**src/rtl/gin_pkg.sv**
```systemverilog
`default_nettype none
// ============================================================================
// Module   : gin_pkg
// Brief    : Shared constants, stage-record layout and flat-index helpers
//            for the gin_mc global input network.
// Revision : 1.0 - initial release
// ============================================================================
package gin_pkg;

    localparam int c_XBUS_NUMS = 12;
    localparam int c_PE_NUMS   = 14;
    localparam int c_ID_LEN    = 5;
    localparam int c_ROW_LEN   = 4;
    localparam int c_VALUE_LEN = 32;
    localparam int c_CNT_LEN   = 16;

    // Stage record, LSB first: value, mc_col, mc_row, col_tag, row_tag, valid
    function automatic int stg_off_value();
        return 0;
    endfunction

    function automatic int stg_off_mc_col(input int vl);
        return vl;
    endfunction

    function automatic int stg_off_mc_row(input int vl);
        return vl + 1;
    endfunction

    function automatic int stg_off_col(input int vl);
        return vl + 2;
    endfunction

    function automatic int stg_off_row(input int vl, input int il);
        return vl + 2 + il;
    endfunction

    function automatic int stg_off_valid(input int vl, input int il, input int rl);
        return vl + 2 + il + rl;
    endfunction

    function automatic int stg_width(input int vl, input int il, input int rl);
        return vl + 3 + il + rl;
    endfunction

    function automatic int row_of(input int k, input int pe_nums);
        return k / pe_nums;
    endfunction

    function automatic int flat_idx(input int r, input int c, input int pe_nums);
        return r * pe_nums + c;
    endfunction

endpackage
`default_nettype wire

```
**src/rtl/gin_id_chain.sv**
```systemverilog
`default_nettype none
// ============================================================================
// Module   : gin_id_chain
// Brief    : W-bit wide, D-deep scan shift register holding per-node IDs.
// Revision : 1.0 - initial release
// ============================================================================
module gin_id_chain
    import gin_pkg::*;
#(
    parameter int W = c_ID_LEN,
    parameter int D = 4
) (
    input  logic           clk,
    input  logic           rst,
    input  logic           shift,
    input  logic [W-1:0]   scan_in,
    output logic [W-1:0]   scan_out,
    output logic [W*D-1:0] ids
);

    logic [W*D-1:0] r_chain;

    always_ff @(posedge clk) begin
        if (rst) begin
            r_chain <= '0;
        end else if (shift) begin
            r_chain[W-1:0] <= scan_in;
            for (int k = 1; k < D; k++) begin
                r_chain[k*W +: W] <= r_chain[(k-1)*W +: W];
            end
        end
    end

    assign scan_out = r_chain[(D-1)*W +: W];
    assign ids      = r_chain;

endmodule
`default_nettype wire

```
**src/rtl/gin_mc.sv**
```systemverilog
`default_nettype none
// ============================================================================
// Module   : gin_mc
// Brief    : Tag-matched multicast input network with a one-entry stage,
//            all-or-nothing delivery, scan-programmed IDs and status counters.
// Revision : 1.0 - initial release
// ============================================================================
module gin_mc
    import gin_pkg::*;
#(
    parameter int XBUS_NUMS = c_XBUS_NUMS,
    parameter int PE_NUMS   = c_PE_NUMS,
    parameter int ID_LEN    = c_ID_LEN,
    parameter int ROW_LEN   = c_ROW_LEN,
    parameter int VALUE_LEN = c_VALUE_LEN,
    parameter int CNT_LEN   = c_CNT_LEN
) (
    input  logic                           clk,
    input  logic                           rst,
    input  logic                           enable,
    output logic                           ready,
    input  logic [ROW_LEN-1:0]             row_tag,
    input  logic [ID_LEN-1:0]              col_tag,
    input  logic                           mc_row,
    input  logic                           mc_col,
    input  logic [VALUE_LEN-1:0]           value,
    input  logic                           set_id,
    input  logic [ID_LEN-1:0]              id_scan_in,
    output logic [ID_LEN-1:0]              id_scan_out,
    input  logic                           set_row,
    input  logic [ROW_LEN-1:0]             row_scan_in,
    output logic [ROW_LEN-1:0]             row_scan_out,
    input  logic [XBUS_NUMS*PE_NUMS-1:0]   pe_ready,
    output logic [XBUS_NUMS*PE_NUMS-1:0]   pe_enable,
    output logic [VALUE_LEN-1:0]           pe_data,
    output logic [CNT_LEN-1:0]             deliver_cnt,
    output logic [CNT_LEN-1:0]             drop_cnt
);

    localparam int c_N         = XBUS_NUMS * PE_NUMS;
    localparam int c_OFF_VALUE = stg_off_value();
    localparam int c_OFF_MCCOL = stg_off_mc_col(VALUE_LEN);
    localparam int c_OFF_MCROW = stg_off_mc_row(VALUE_LEN);
    localparam int c_OFF_COL   = stg_off_col(VALUE_LEN);
    localparam int c_OFF_ROW   = stg_off_row(VALUE_LEN, ID_LEN);
    localparam int c_OFF_VALID = stg_off_valid(VALUE_LEN, ID_LEN, ROW_LEN);
    localparam int c_STG_W     = stg_width(VALUE_LEN, ID_LEN, ROW_LEN);

    logic [c_N*ID_LEN-1:0]        w_colid;
    logic [XBUS_NUMS*ROW_LEN-1:0] w_rowid;
    logic [c_STG_W-1:0]           r_stage;
    logic [c_N-1:0]               w_target;
    logic                         w_valid;
    logic                         w_stall;
    logic                         w_any;
    logic                         w_all_ready;
    logic                         w_fire;
    logic                         w_drop;
    logic [CNT_LEN-1:0]           r_deliver_cnt;
    logic [CNT_LEN-1:0]           r_drop_cnt;

    gin_id_chain #(.W(ID_LEN), .D(c_N)) u_col_chain (
        .clk      (clk),
        .rst      (rst),
        .shift    (set_id),
        .scan_in  (id_scan_in),
        .scan_out (id_scan_out),
        .ids      (w_colid)
    );

    gin_id_chain #(.W(ROW_LEN), .D(XBUS_NUMS)) u_row_chain (
        .clk      (clk),
        .rst      (rst),
        .shift    (set_row),
        .scan_in  (row_scan_in),
        .scan_out (row_scan_out),
        .ids      (w_rowid)
    );

    assign w_valid = r_stage[c_OFF_VALID];
    assign w_stall = set_id | set_row;

    // Match against live IDs so a scan shift re-targets a held transaction
    for (genvar k = 0; k < c_N; k++) begin : g_target
        localparam int c_ROW = row_of(k, PE_NUMS);
        assign w_target[k] = w_valid
            & (r_stage[c_OFF_MCROW] | (w_rowid[c_ROW*ROW_LEN +: ROW_LEN] == r_stage[c_OFF_ROW +: ROW_LEN]))
            & (r_stage[c_OFF_MCCOL] | (w_colid[k*ID_LEN +: ID_LEN] == r_stage[c_OFF_COL +: ID_LEN]));
    end

    assign w_any       = |w_target;
    assign w_all_ready = &(~w_target | pe_ready);
    assign w_fire      = w_valid & w_any & w_all_ready & ~w_stall;
    assign w_drop      = w_valid & ~w_any & ~w_stall;

    assign ready     = ~w_stall & (~w_valid | w_fire | w_drop);
    assign pe_enable = w_fire ? w_target : '0;
    assign pe_data   = r_stage[c_OFF_VALUE +: VALUE_LEN];

    // Payload is kept on retire so pe_data holds its last value
    always_ff @(posedge clk) begin
        if (rst) begin
            r_stage <= '0;
        end else if (enable && ready) begin
            r_stage <= {1'b1, row_tag, col_tag, mc_row, mc_col, value};
        end else if (w_fire || w_drop) begin
            r_stage[c_OFF_VALID] <= 1'b0;
        end
    end

    always_ff @(posedge clk) begin
        if (rst) begin
            r_deliver_cnt <= '0;
            r_drop_cnt    <= '0;
        end else begin
            if (w_fire && (r_deliver_cnt != {CNT_LEN{1'b1}})) begin
                r_deliver_cnt <= r_deliver_cnt + 1'b1;
            end
            if (w_drop && (r_drop_cnt != {CNT_LEN{1'b1}})) begin
                r_drop_cnt <= r_drop_cnt + 1'b1;
            end
        end
    end

    assign deliver_cnt = r_deliver_cnt;
    assign drop_cnt    = r_drop_cnt;

endmodule
`default_nettype wire

```
**config.mk**
```make
export PLATFORM = sky130hd
export DESIGN_NAME = gin_mc
export DESIGN_NICKNAME = d
export VERILOG_FILES = /design/src/rtl/gin_pkg.sv /design/src/rtl/gin_id_chain.sv /design/src/rtl/gin_mc.sv
export SDC_FILE = /design/constraint.sdc
export NUM_CORES = 2
export LEC_CHECK = 0
export BUFFER_PORTS_ARGS = -buffer_cell sky130_fd_sc_hd__clkbuf_2
export CAP_MARGIN = 20
export CORE_MARGIN = 8
export CORE_UTILIZATION = 41
export CTS_CLUSTER_SIZE = 30
export DETAILED_ROUTE_END_ITERATION = 7
export SLEW_MARGIN = 20
export SYNTH_ARGS = -nofsm -noshare
export SYNTH_HDL_FRONTEND = slang
export SYNTH_SLANG_ARGS = --single-unit
```
**constraint.sdc**
```tcl
create_clock -name clk -period 6.68 [get_ports clk]
set_input_delay 1.67 -clock clk [delete_from_list [all_inputs] [get_ports clk]]
set_output_delay 1.67 -clock clk [all_outputs]
set_load 0.02 [all_outputs]
```
==> out/summary.log <==
[clock_network] clk slew on worst S/H paths 0.06 ns
[layout] final core utilization 47.7%
[global_route] Most Used Layer, Global Route met2
[drt] first-pass detailed-route iteration total 6
[logic_synthesis] synthesized net count 5,575
[sta] final period demand of the worst path 6.57 ns
[layout] number of nets in the finished design 5,931
[placed_design] sum of net half-perimeters after detailed placement 127,000 um
[logic_synthesis] register area share after synthesis 39.0%
[sta] maximum clock rate 0.152 GHz
[worst_setup_path] chain of cells forming the critical path buf_12, buf_12, xor2_1, nor3_1, a31oi_2, nor3_1, nor3_2, nand4_1, a2111oi_4, nand3_2, nor3_4, buf_12, nand3_1, buf_4, nor2_1, clkbuf_2
[logic_synthesis] leading post-synthesis cells by cell area sky130_fd_sc_hd__dfxtp_1, sky130_fd_sc_hd__mux2i_1, sky130_fd_sc_hd__xor2_1
[layout] area taken by multi-input logic gates 0.0277 mm2
[clock_network] clock tree from TritonCTS built
[sta] worst clock skew 0.0341 ns
[sta] # setup viols final 0
[worst_setup_path] cell type with the highest occurrence count on the critical path sky130_fd_sc_hd__buf_12
[worst_setup_path] launching element type of the critical path flop
[worst_setup_path] Crit. path cell count 16
[clock_network] clock latency reported for the late side of the worst-skew pair 0.71 ns
[floorplan] height of the chip 363 um
[clock_network] number of buffers on the longest clock path 3
[worst_setup_path] CP max stage cell sky130_fd_sc_hd__dfxtp_4
[logic_synthesis] Mapped Area 0.0494 mm2
[drt] number of nets still failing antenna checks after routing 0
[min_path] worst min-delay path startpoint r_stage[12]$_SDFFE_PP0P_
[min_path] worst hold path stage count 2
[worst_setup_path] Critical Path Max Stage Delay 0.48 ns
[clock_network] number of buffers created by CTS 108
[global_route] pin count of the biggest net entering global routing 194
[floorplan] # rows 127
[logic_synthesis] Synth Register Bits 964
[floorplan] io pins 467
[worst_setup_path] total buffers and inverters traversed by the critical path 5
[sta] final count of hold timing violations 0
[logic_synthesis] Gate Count Post-Synth 5,348
[floorplan] Die ar. 0.132 mm2
[worst_setup_path] launching point of the worst reg2reg path r_stage[35]$_SDFFE_PP0P_
[clock_network] CTS Root Cell sky130_fd_sc_hd__clkbuf_16
[sta] Tcrit/Tclk final 98.4%
[worst_setup_path] category of the most critical setup path flop to output pin
[sta] max_slew headroom 16.1%
[logic_synthesis] post-synth top area share 39.0%
[sta] Final Max Slew Viols 0
[logic_synthesis] count of unique library cells instantiated by Yosys 81
[run] number of max-cap violations 0
[floorplan] Core Region 0.120 mm2
[layout] fillers 11,500
[worst_setup_path] Reg-to-Reg End deliver_cnt[5]$_SDFFE_PP0P_
[global_route] met1 track utilization from global routing 35.6%
[power_and_ir_drop] worst ir drop on vdd 0.244 mV
[global_route] total routing usage reported by global routing 24.7%
[power_and_ir_drop] total leakage power 27.9 nW
[logic_synthesis] most frequent cell after synthesis sky130_fd_sc_hd__nor2_1
[clock_network] number of sinks driven by the clock tree 964
[drt] Remaining DRCs 0
[clock_network] maximum level of the CTS H-tree 3
[min_path] end of the worst hold path r_stage[12]$_SDFFE_PP0P_
[power_and_ir_drop] areal power density over the cells 343 mW/mm2
[sta] worst-case hold slack 0.471 ns
[sta] Total Neg Setup Slack 0 ns
[global_route] global-route congestion overflow total 0
[layout] area growth from synthesis to layout 15.6%
[logic_synthesis] number of enable-type register cells in the synthesized netlist 0
[drt] wire length per cell 23.4 um
[drt] vias per cell 5.36
[clock_network] Hold-fix buffers, CTS 0
[global_route] global-route wire length before repair 251,000 um
[worst_setup_path] gate family responsible for the most delay along the worst path simple AND/OR/NAND/NOR gates
[drt] total via count after detailed routing 39,700
[floorplan] chip width 363 um
[layout] Reg area 0.0193 mm2
[global_route] met3 capacity usage during global routing 6.80%
[worst_setup_path] Data required, critical path 5.01 ns
[worst_setup_path] worst reg2reg setup slack 1.90 ns
[worst_setup_path] biggest fanout along the worst timing path 15
[layout] layout cell share with drive strength beyond 1 16.3%
[placed_design] Inst Count DP 7,180
[logic_synthesis] mean instance size in the synthesized netlist 9.25 um2
[min_path] classification of the worst-slack hold path flop to flop
[logic_synthesis] fraction of registers with async set or reset after synthesis 0%
[drt] Total Wirelength 173,000 um
[worst_setup_path] Critical Path Sink Type output pin
[global_route] via count of the first global-routing pass 37,600
[global_route] initial antenna violation count 16
[drt] initial DRC count 3,886
[layout] Non-Filler Instances 7,404
[worst_setup_path] FF-to-FF path depth 13
[placed_design] routability congestion estimate from global placement 0.965
[logic_synthesis] list of most frequent post-synthesis cells sky130_fd_sc_hd__nor2_1, sky130_fd_sc_hd__dfxtp_1, sky130_fd_sc_hd__mux2i_1
[global_route] met2 Resource Use GR 35.8%
[placed_design] number of I/O port buffers 466
[status] result of the run finished, final reports clean
[logic_synthesis] leading area contributor after synthesis sky130_fd_sc_hd__dfxtp_1
[sta] worst slew pin tran 1.26 ns
[floorplan] starting density of the core 41.3%
[worst_setup_path] Worst EP arrival 4.90 ns
[logic_synthesis] Yosys warning count 0
[logic_synthesis] prevailing post-synth register cell sky130_fd_sc_hd__dfxtp_1
[tightest hold or removal path: cells and delay by family, from the launching register on]
family / cells / cell delay [ns]
mux: 1 / 0.05
flops: 1 / 0.31
simple gates: 1 / 0.06
[through the flow]
step	worst slack, ns	total power, mW	cell area (um2)
after global placement	0.0389	13.0	52800
final	0.108	19.6	57200
after CTS	0.00662	19.2	56700
after global routing	-0.0109	20.1	57200
after floorplan	0.820	9.84	49400
after detailed placement	0.0778	13.0	52800
[registers in the layout, summed over array words and instances, names as in the netlist]
register	flops
u_col_chain.ids	840
deliver_cnt	16
r_stage	44
drop_cnt	16
u_row_chain.ids	48
[kinds of logic after synthesis]
kind of cell | count (synthesis) | synth area share, %
AND/OR/NAND/NOR | 1732 | 15.2
flip-flops | 964 | 39.0
multiplexers | 940 | 19.1
XOR/XNOR | 900 | 16.0
buffers and inverters | 439 | 5.80
AO/OA/AOI/OAI | 371 | 4.87
adder cells (fa/ha/maj) | 2 | 0.0506
[layout make-up]
class	instances	area share (%)
multi-input cells	3945	48.4
repair buffers	666	7.69
well taps	1612	3.53
inverters	19	0.125
clock inverters	32	0.698
clock buffers	161	5.70
flip-flops and latches	964	33.8
diodes	5	0.0219
[worst max path at each step]
stage,startpoint,endpoint,slack [ns]
3_5_place_dp,pe_ready[62],pe_enable[105],0.08
6_report,r_stage[38]$_SDFFE_PP0P_,pe_enable[163],0.11
2_1_floorplan,pe_ready[41],pe_enable[38],0.82
5_1_grt,r_stage[38]$_SDFFE_PP0P_,pe_enable[163],-0.01
3_3_place_gp,pe_ready[62],pe_enable[105],0.04
4_1_cts,r_stage[37]$_SDFFE_PP0P_,pe_enable[163],0.007
[timing repair]
action / in CTS / in global routing
pin swaps: 2 / 5
buffers inserted: 5 / 20
cloned: 1 / 2
gates resized for setup: 33 / 48
setup endpoints to repair: 169 / 168
[report_power, final]
part | internal (mW) | switching, mW
Sequential | 5.81 | 0.0910
Clock | 3.66 | 2.49
Combinational | 2.40 | 5.14
[per-layer routing]
layer / routed length (um) / part of all wire (%)
met1: 79000 / 46
met3: 17100 / 9.9
met5: 26 / 0.015
met2: 71700 / 41
met4: 5590 / 3.2
[cell usage in the layout (no fill, tap or decap), types with 12 or more instances in the layout]
master                      Yosys  final
sky130_fd_sc_hd__o22ai_1       45     44
sky130_fd_sc_hd__nor3_1       253    247
sky130_fd_sc_hd__clkbuf_8       0     27
sky130_fd_sc_hd__buf_12        30     28
sky130_fd_sc_hd__nand2_1       67     61
sky130_fd_sc_hd__inv_1         19     18
sky130_fd_sc_hd__clkbuf_1     182     22
sky130_fd_sc_hd__nor2b_1       12     12
sky130_fd_sc_hd__o21ai_0       17     17
sky130_fd_sc_hd__clkinv_2       0     17
sky130_fd_sc_hd__nand4_1       33     33
sky130_fd_sc_hd__a41oi_1       21     21
sky130_fd_sc_hd__buf_4         57    157
sky130_fd_sc_hd__a21oi_1      134    126
sky130_fd_sc_hd__nand2b_1      91     90
sky130_fd_sc_hd__nor2_1      1131   1130
sky130_fd_sc_hd__xor2_1       572    572
sky130_fd_sc_hd__nor4_1        28     26
sky130_fd_sc_hd__a31oi_2        5     26
sky130_fd_sc_hd__xnor2_1      326    326
sky130_fd_sc_hd__clkbuf_16      0    114
sky130_fd_sc_hd__mux2i_1      931    931
sky130_fd_sc_hd__a31oi_1       82     56
sky130_fd_sc_hd__clkbuf_2       0    463
sky130_fd_sc_hd__dfxtp_1      964    957
sky130_fd_sc_hd__nand3_1       61     60
Power figures use the tool's default switching activity.
